File: src/rtl/dcp_pkg.sv
// Shared types and helpers for the DCP print path: controller states,
// ASCII constants, payload type codes and the nibble-to-ASCII conversion.
package dcp_pkg;

    localparam int unsigned CHAR_W  = 8;
    localparam int unsigned WORD_W  = 32;
    localparam int unsigned IDX_W   = 3;

    typedef enum logic [2:0] {
        ST_IDLE,
        ST_START,
        ST_DATA,
        ST_STOP,
        ST_ACK
    } state_t;

    localparam logic [CHAR_W-1:0] ASCII_ZERO = 8'h30;
    localparam logic [CHAR_W-1:0] ASCII_A    = 8'h41;
    localparam logic [CHAR_W-1:0] ASCII_CR   = 8'h0D;
    localparam logic [CHAR_W-1:0] ASCII_LF   = 8'h0A;

    localparam logic TYPE_BYTE = 1'b0;
    localparam logic TYPE_WORD = 1'b1;

    // Uppercase hex digit for one nibble.
    function automatic logic [CHAR_W-1:0] nibble_to_ascii(input logic [3:0] nib);
        if (nib < 4'd10) begin
            return ASCII_ZERO + CHAR_W'(nib);
        end
        return ASCII_A + CHAR_W'(nib - 4'd10);
    endfunction

endpackage

File: src/rtl/uart_tx_byte.sv
// 8N1 byte transmitter. A start pulse loads {stop, data, start} into a
// 10-bit shifter whose LSB drives the line; each bit lasts DIV cycles.
// Ports: clk, rst (async active-low), start (load a byte, accepted even on
//        the done cycle so frames can run back-to-back), data, txd,
//        bit_end_c (last cycle of the current bit), done_c (last stop cycle).
module uart_tx_byte
    import dcp_pkg::*;
#(
    parameter int unsigned DIV = 868
) (
    input  logic              clk,
    input  logic              rst,
    input  logic              start,
    input  logic [CHAR_W-1:0] data,
    output logic              txd,
    output logic              bit_end_c,
    output logic              done_c
);

    localparam int unsigned BAUD_W    = 16;
    localparam int unsigned BIT_W     = 4;
    localparam int unsigned FRAME_W   = 10;
    localparam logic [BAUD_W-1:0] BAUD_MAX = BAUD_W'(DIV - 1);
    localparam logic [BIT_W-1:0]  LAST_BIT = BIT_W'(FRAME_W - 1);

    logic                  active_q;
    logic [BAUD_W-1:0]     baud_q;
    logic [BIT_W-1:0]      bit_q;
    logic [FRAME_W-1:0]    shift_q;

    assign bit_end_c = active_q && (baud_q == BAUD_MAX);
    assign done_c    = bit_end_c && (bit_q == LAST_BIT);
    // Line comes straight off a flop: glitch-free, idles high via the 1-fill.
    assign txd       = shift_q[0];

    // Baud counter, bit counter and shifter.
    always_ff @(posedge clk or negedge rst) begin
        if (!rst) begin
            active_q <= 1'b0;
            baud_q   <= '0;
            bit_q    <= '0;
            shift_q  <= '1;
        end else if (start) begin
            active_q <= 1'b1;
            baud_q   <= '0;
            bit_q    <= '0;
            shift_q  <= {1'b1, data, 1'b0};
        end else if (active_q) begin
            if (bit_end_c) begin
                baud_q  <= '0;
                shift_q <= {1'b1, shift_q[FRAME_W-1:1]};
                if (bit_q == LAST_BIT) begin
                    active_q <= 1'b0;
                    bit_q    <= '0;
                end else begin
                    bit_q <= bit_q + BIT_W'(1);
                end
            end else begin
                baud_q <= baud_q + BAUD_W'(1);
            end
        end
    end

endmodule

File: src/rtl/dcp_tx_print.sv
// DCP print unit: latches a request, sends either one raw byte or a 32-bit
// word as eight uppercase hex characters over a UART line, then acks.
// Ports: clk, rst (async active-low), req_tx (level request, sampled in
//        IDLE), type_tx (0 byte / 1 word), din_tx (payload), ack_tx (one-cycle
//        completion pulse), busy (request in flight), txd (8N1 line).
module dcp_tx_print
    import dcp_pkg::*;
#(
    parameter int unsigned DIV = 868
) (
    input  logic              clk,
    input  logic              rst,
    input  logic              req_tx,
    input  logic              type_tx,
    input  logic [WORD_W-1:0] din_tx,
    output logic              ack_tx,
    output logic              busy,
    output logic              txd
);

    state_t              state_q, state_d;
    logic                type_q, type_d;
    logic [WORD_W-1:0]   din_q, din_d;
    logic [IDX_W-1:0]    char_idx_q, char_idx_d;
    logic [IDX_W-1:0]    bit_idx_q, bit_idx_d;
    logic                ack_d;
    logic                busy_d;

    logic                start_c;
    logic [CHAR_W-1:0]   tx_data_c;
    logic                bit_end_c;
    logic                done_c;

    logic [IDX_W-1:0]    next_idx_c;
    logic [4:0]          nib_sh_c;
    logic [3:0]          next_nib_c;

    // Nibble of the latched word for the character after the current one.
    assign next_idx_c = char_idx_q + IDX_W'(1);
    assign nib_sh_c   = 5'd28 - {next_idx_c, 2'b00};
    assign next_nib_c = 4'(din_q >> nib_sh_c);

    uart_tx_byte #(
        .DIV (DIV)
    ) u_uart (
        .clk       (clk),
        .rst       (rst),
        .start     (start_c),
        .data      (tx_data_c),
        .txd       (txd),
        .bit_end_c (bit_end_c),
        .done_c    (done_c)
    );

    // State, latches and registered outputs.
    always_ff @(posedge clk or negedge rst) begin
        if (!rst) begin
            state_q    <= ST_IDLE;
            type_q     <= 1'b0;
            din_q      <= '0;
            char_idx_q <= '0;
            bit_idx_q  <= '0;
            ack_tx     <= 1'b0;
            busy       <= 1'b0;
        end else begin
            state_q    <= state_d;
            type_q     <= type_d;
            din_q      <= din_d;
            char_idx_q <= char_idx_d;
            bit_idx_q  <= bit_idx_d;
            ack_tx     <= ack_d;
            busy       <= busy_d;
        end
    end

    // Next-state and transmitter control. The UART is started on the same
    // edge that accepts a request (or ends a stop bit) so the start bit
    // appears on the very next cycle.
    always_comb begin
        state_d    = state_q;
        type_d     = type_q;
        din_d      = din_q;
        char_idx_d = char_idx_q;
        bit_idx_d  = bit_idx_q;
        ack_d      = 1'b0;
        start_c    = 1'b0;
        tx_data_c  = nibble_to_ascii(next_nib_c);

        case (state_q)
            ST_IDLE: begin
                if (req_tx) begin
                    type_d     = type_tx;
                    din_d      = din_tx;
                    char_idx_d = '0;
                    bit_idx_d  = '0;
                    start_c    = 1'b1;
                    tx_data_c  = (type_tx == TYPE_WORD) ? nibble_to_ascii(din_tx[31:28])
                                                        : din_tx[7:0];
                    state_d    = ST_START;
                end
            end
            ST_START: begin
                if (bit_end_c) begin
                    bit_idx_d = '0;
                    state_d   = ST_DATA;
                end
            end
            ST_DATA: begin
                if (bit_end_c) begin
                    if (bit_idx_q == IDX_W'(7)) begin
                        state_d = ST_STOP;
                    end else begin
                        bit_idx_d = bit_idx_q + IDX_W'(1);
                    end
                end
            end
            ST_STOP: begin
                if (done_c) begin
                    if ((type_q == TYPE_WORD) && (char_idx_q != IDX_W'(7))) begin
                        char_idx_d = next_idx_c;
                        start_c    = 1'b1;
                        state_d    = ST_START;
                    end else begin
                        ack_d   = 1'b1;
                        state_d = ST_ACK;
                    end
                end
            end
            ST_ACK: begin
                state_d = ST_IDLE;
            end
            default: begin
                state_d = ST_IDLE;
            end
        endcase

        busy_d = (state_d != ST_IDLE);
    end

endmodule

File: config.mk
export PLATFORM = sky130hd
export DESIGN_NAME = dcp_tx_print
export DESIGN_NICKNAME = d
export VERILOG_FILES = /design/src/rtl/dcp_pkg.sv /design/src/rtl/uart_tx_byte.sv /design/src/rtl/dcp_tx_print.sv
export SDC_FILE = /design/constraint.sdc
export NUM_CORES = 1
export LEC_CHECK = 0
export BUFFER_PORTS_ARGS = -buffer_cell sky130_fd_sc_hd__buf_2
export CORE_AREA = 2 2 99 101
export DETAILED_ROUTE_END_ITERATION = 8
export DIE_AREA = 0 0 101 103
export GPL_ROUTABILITY_DRIVEN = 0
export HOLD_SLACK_MARGIN = 0.02
export SYNTH_ARGS = -nofsm -noshare
export SYNTH_HDL_FRONTEND = slang
export SYNTH_HIERARCHICAL = 1
export SYNTH_SLANG_ARGS = --single-unit
File: constraint.sdc
create_clock -name clk -period 9.4 [get_ports clk]
set_input_delay 0.94 -clock clk [delete_from_list [all_inputs] [get_ports clk]]
set_output_delay 0.94 -clock clk [all_outputs]
set_load 0.03 [all_outputs]
==> flow_metrics.env <==
export IMPL_fmax_mhz=235
export IMPL_syn_area_per_cell_um2=9.17
export IMPL_p_leak_nw=2.14
export IMPL_rsz0062_at_grt="no"
export IMPL_maxSlewHeadroom_pct=37.7
export IMPL_worst_ep_arrival_time_ps=4470
export IMPL_fin_worst_skew_ps=11.9
export IMPL_htree_levels=3
export IMPL_dr_first_iter_drc_count=120
export IMPL_whs_ps=471
export IMPL_power_density_mw_per_mm2=153
export IMPL_cts_setup_buffers=0
export IMPL_outcome="complete, no violations"
export IMPL_ant_nets=0
export IMPL_cts_buffers=9
export IMPL_drt_wl_total_mm=8.47
export IMPL_ys_ff_latch=74
export IMPL_grt_pass1_vias=3164
export IMPL_drc=0
export IMPL_initial_core_util_pct=43.5
export IMPL_wl_per_cell_um=14.2
export IMPL_vdd_drop_max_mv=0.0712
export IMPL_die_w_um=101
export IMPL_synth_edf_count=0
export IMPL_dp_hpwl_mm=5.61
export IMPL_via_per_inst=5.26
export IMPL_synth_top_cells_by_count="nand2_1 (129), dfrtp_1 (65), nor2_1 (26)"
export IMPL_finalSetupViolCount=0
export IMPL_antenna_cells=0
export IMPL_synth_most_common_cell="nand2_1"
export IMPL_synth_area_top_cells="dfrtp_1 (40%), nand2_1 (12%), dfstp_2 (5.8%)"
export IMPL_clkTransAtPathRegs_ps=80
export IMPL_power_switching_w=0.000197
export IMPL_synth_cell_type_count=49
export IMPL_power_frac_comb_pct=13.3
export IMPL_syn_nets=499
export IMPL_clk_latency_ps=350
export IMPL_drive_above_1_share_pct=15.9
export IMPL_post_cts_resized=0
export IMPL_final_core_util_pct=48.1
export IMPL_clockRootBuffer="clkbuf_8"
export IMPL_setup_tns_ps=0
export IMPL_cp_start_kind="flip-flop"
export IMPL_hold_buffers=0
export IMPL_synth_top_area_share_pct=39.6
export IMPL_ys_seq_area_share_pct=45.3
export IMPL_ys_async_sr_fraction_pct=100
export IMPL_synth_area_leader_cell="dfrtp_1"
export IMPL_required_ps=9610
export IMPL_finalHoldViolCount=0
export IMPL_netlist_instances=448
export IMPL_grt_max_degree=75
export IMPL_p_int_w=0.000499
export IMPL_seq_power_share_pct=53.5
export IMPL_synth_flop_cell="dfrtp_1"
export IMPL_nFillCells=942
export IMPL_endpoint_kind="flip-flop"
export IMPL_hp_start="din_q[21]$_DFFE_PN0P_"
export IMPL_switching_share_pct=28.3
export IMPL_synth_area_mm2=0.00411
export IMPL_max_cap_violations=0
export IMPL_worst_slew_pin_slew_ps=934
export IMPL_fp_dieH_um=103
export IMPL_dieArea_mm2=0.0104
export IMPL_coreArea_mm2=0.00946
export IMPL_maxSlewViolCount=0
export IMPL_port_buffers=38
export IMPL_fin_crit_ps=4250
export IMPL_grtUsageTotal_pct=17.9
export IMPL_finalCritPeriodShare_pct=45.3
export IMPL_finalNetCount=529
export IMPL_core_rowCount=36
export IMPL_ios=39
export IMPL_critPathKind="flip-flop to flip-flop"
export IMPL_clkPwrFrac_pct=33.1
export IMPL_regArea_mm2=0.00186
export IMPL_crit_fanout=32
export IMPL_cp_startpoint="u_uart/baud_q[3]$_DFFE_PN0P_"
export IMPL_min_path_type="flip-flop to flip-flop"
export IMPL_synth_warnings=6
export IMPL_cts_tree="built"
export IMPL_first_pass_iters=4
export IMPL_synthToLayoutAreaGrowth_pct=10.8
export IMPL_timing_rr_start="u_uart/baud_q[3]$_DFFE_PN0P_"
export IMPL_antenna_found_initial=0
export IMPL_grt_pass1_wl_mm=14.7
export IMPL_vias=3138
export IMPL_multi_input_area_mm2=0.00208
export IMPL_clock_path_buffers=2
export IMPL_cts_num_sinks=74
export IMPL_gr_total_overflow=0
-- cells by family after synthesis --
logic type | share of synthesized area (%)
AOI/OAI and AO/OA | 8.31
xor gates and xnor gates | 4.05
adders and majority gates | 4.57
buffers and inverters | 4.29
DFF | 45.3
muxes | 9.65
and+or+nand+nor | 23.8
-- area by class of cell --
type                    instances  area share [%]
flip-flops and latches         74            40.9
repair buffers                 42            4.84
clock buffers                  12            3.41
well taps                     114            3.13
clock inverters                 4           0.605
inverters                      18            1.48
multi-input cells             333            45.6
-- through the flow --
stage | worst slack [ps] | instances | power (W) | instance area [um^2]
floorplan | 5900 | 448 | 0.000438 | 4110
global route | 4830 | 597 | 0.000738 | 4550
detailed placement | 5230 | 581 | 0.000472 | 4370
CTS | 5210 | 597 | 0.000705 | 4550
global placement | 5410 | 581 | 0.000468 | 4370
finish | 5150 | 597 | 0.000696 | 4550
-- cell usage in the layout, fill, tap and decap left out, types with 2 or more instances in the layout --
| cell type | count |
|---|---|
| nor3_1 | 7 |
| nand3_1 | 11 |
| mux2i_4 | 3 |
| nand2b_1 | 2 |
| clkbuf_8 | 11 |
| o31a_1 | 2 |
| mux2i_1 | 16 |
| mux4_1 | 3 |
| ha_1 | 15 |
| a21oi_1 | 17 |
| a31oi_1 | 2 |
| o211ai_1 | 4 |
| a211oi_1 | 3 |
| o21ai_1 | 2 |
| nor2b_1 | 6 |
| xnor2_1 | 16 |
| or3_1 | 6 |
| nor2_1 | 26 |
| or4_1 | 4 |
| inv_1 | 18 |
| o21ai_0 | 18 |
| mux2_2 | 2 |
| xor2_1 | 3 |
| mux4_2 | 3 |
| nand3b_1 | 5 |
| nand2_1 | 129 |
| clkinvlp_4 | 3 |
| dfrtp_1 | 65 |
| nand4_1 | 4 |
| buf_2 | 38 |
| o31ai_1 | 2 |
| dfstp_2 | 9 |
| buf_4 | 4 |
| nor4_1 | 3 |
| nor3b_1 | 4 |
-- sequential cells by signal, summed over array words and instances (netlist names) --
| register | cells |
|---|---|
| din_q | 32 |
| u_uart/baud_q | 16 |
| u_uart/shift_q | 9 |
| u_uart/bit_q | 4 |
| bit_idx_q | 3 |
| char_idx_q | 3 |
| state_q | 3 |
| ack_tx | 1 |
| busy | 1 |
| type_q | 1 |
| u_uart/active_q | 1 |
-- path summary, 6_finish.rpt --
| path | end | slack (ps) | depth (start not counted) |
|---|---|---|---|
| worst max-delay path | u_uart/baud_q[15]$_DFFE_PN0P_ | 5150 | 12 |
| min in group asynchronous | u_uart/bit_q[2]$_DFFE_PN0P_ | 820 | 2 |
| worst min-delay path | din_q[21]$_DFFE_PN0P_ | 470 | 2 |
| max in group asynchronous | u_uart/baud_q[15]$_DFFE_PN0P_ | 7980 | 2 |
| worst min register to register | din_q[21]$_DFFE_PN0P_ | 470 | 2 |
| worst max register to register | u_uart/baud_q[15]$_DFFE_PN0P_ | 5150 | 12 |
-- power by group through the flow --
stage,registers (W),clock network [W],logic (W)
after floorplan,0.000373,0,0.0000653
after global placement,0.000377,0,0.0000912
after detailed placement,0.000379,0,0.0000929
after CTS,0.000373,0.000239,0.0000941
after global routing,0.000377,0.000257,0.000105
final,0.000373,0.000231,0.0000927
-- critical path: stages (launching register included) --
cell	delay [ps]
dfrtp_1	440
or4_1	540
or4_4	710
nor2b_1	310
nand4b_1	190
nor3b_1	520
nor2_1	140
inv_1	80
buf_4	280
o211ai_1	140
nor4_1	440
mux2i_1	250
nor3_1	70
-- per-layer routing --
metal	share of wire [%]	global-route usage, %	vias up
li1	-	-	1577
met1	47	22.6	1506
met2	49	31.3	47
met3	2.7	3.93	8
met4	1.2	4.68	0
met5	0	0	-
No activity file was read; power rests on OpenSTA's default activity.
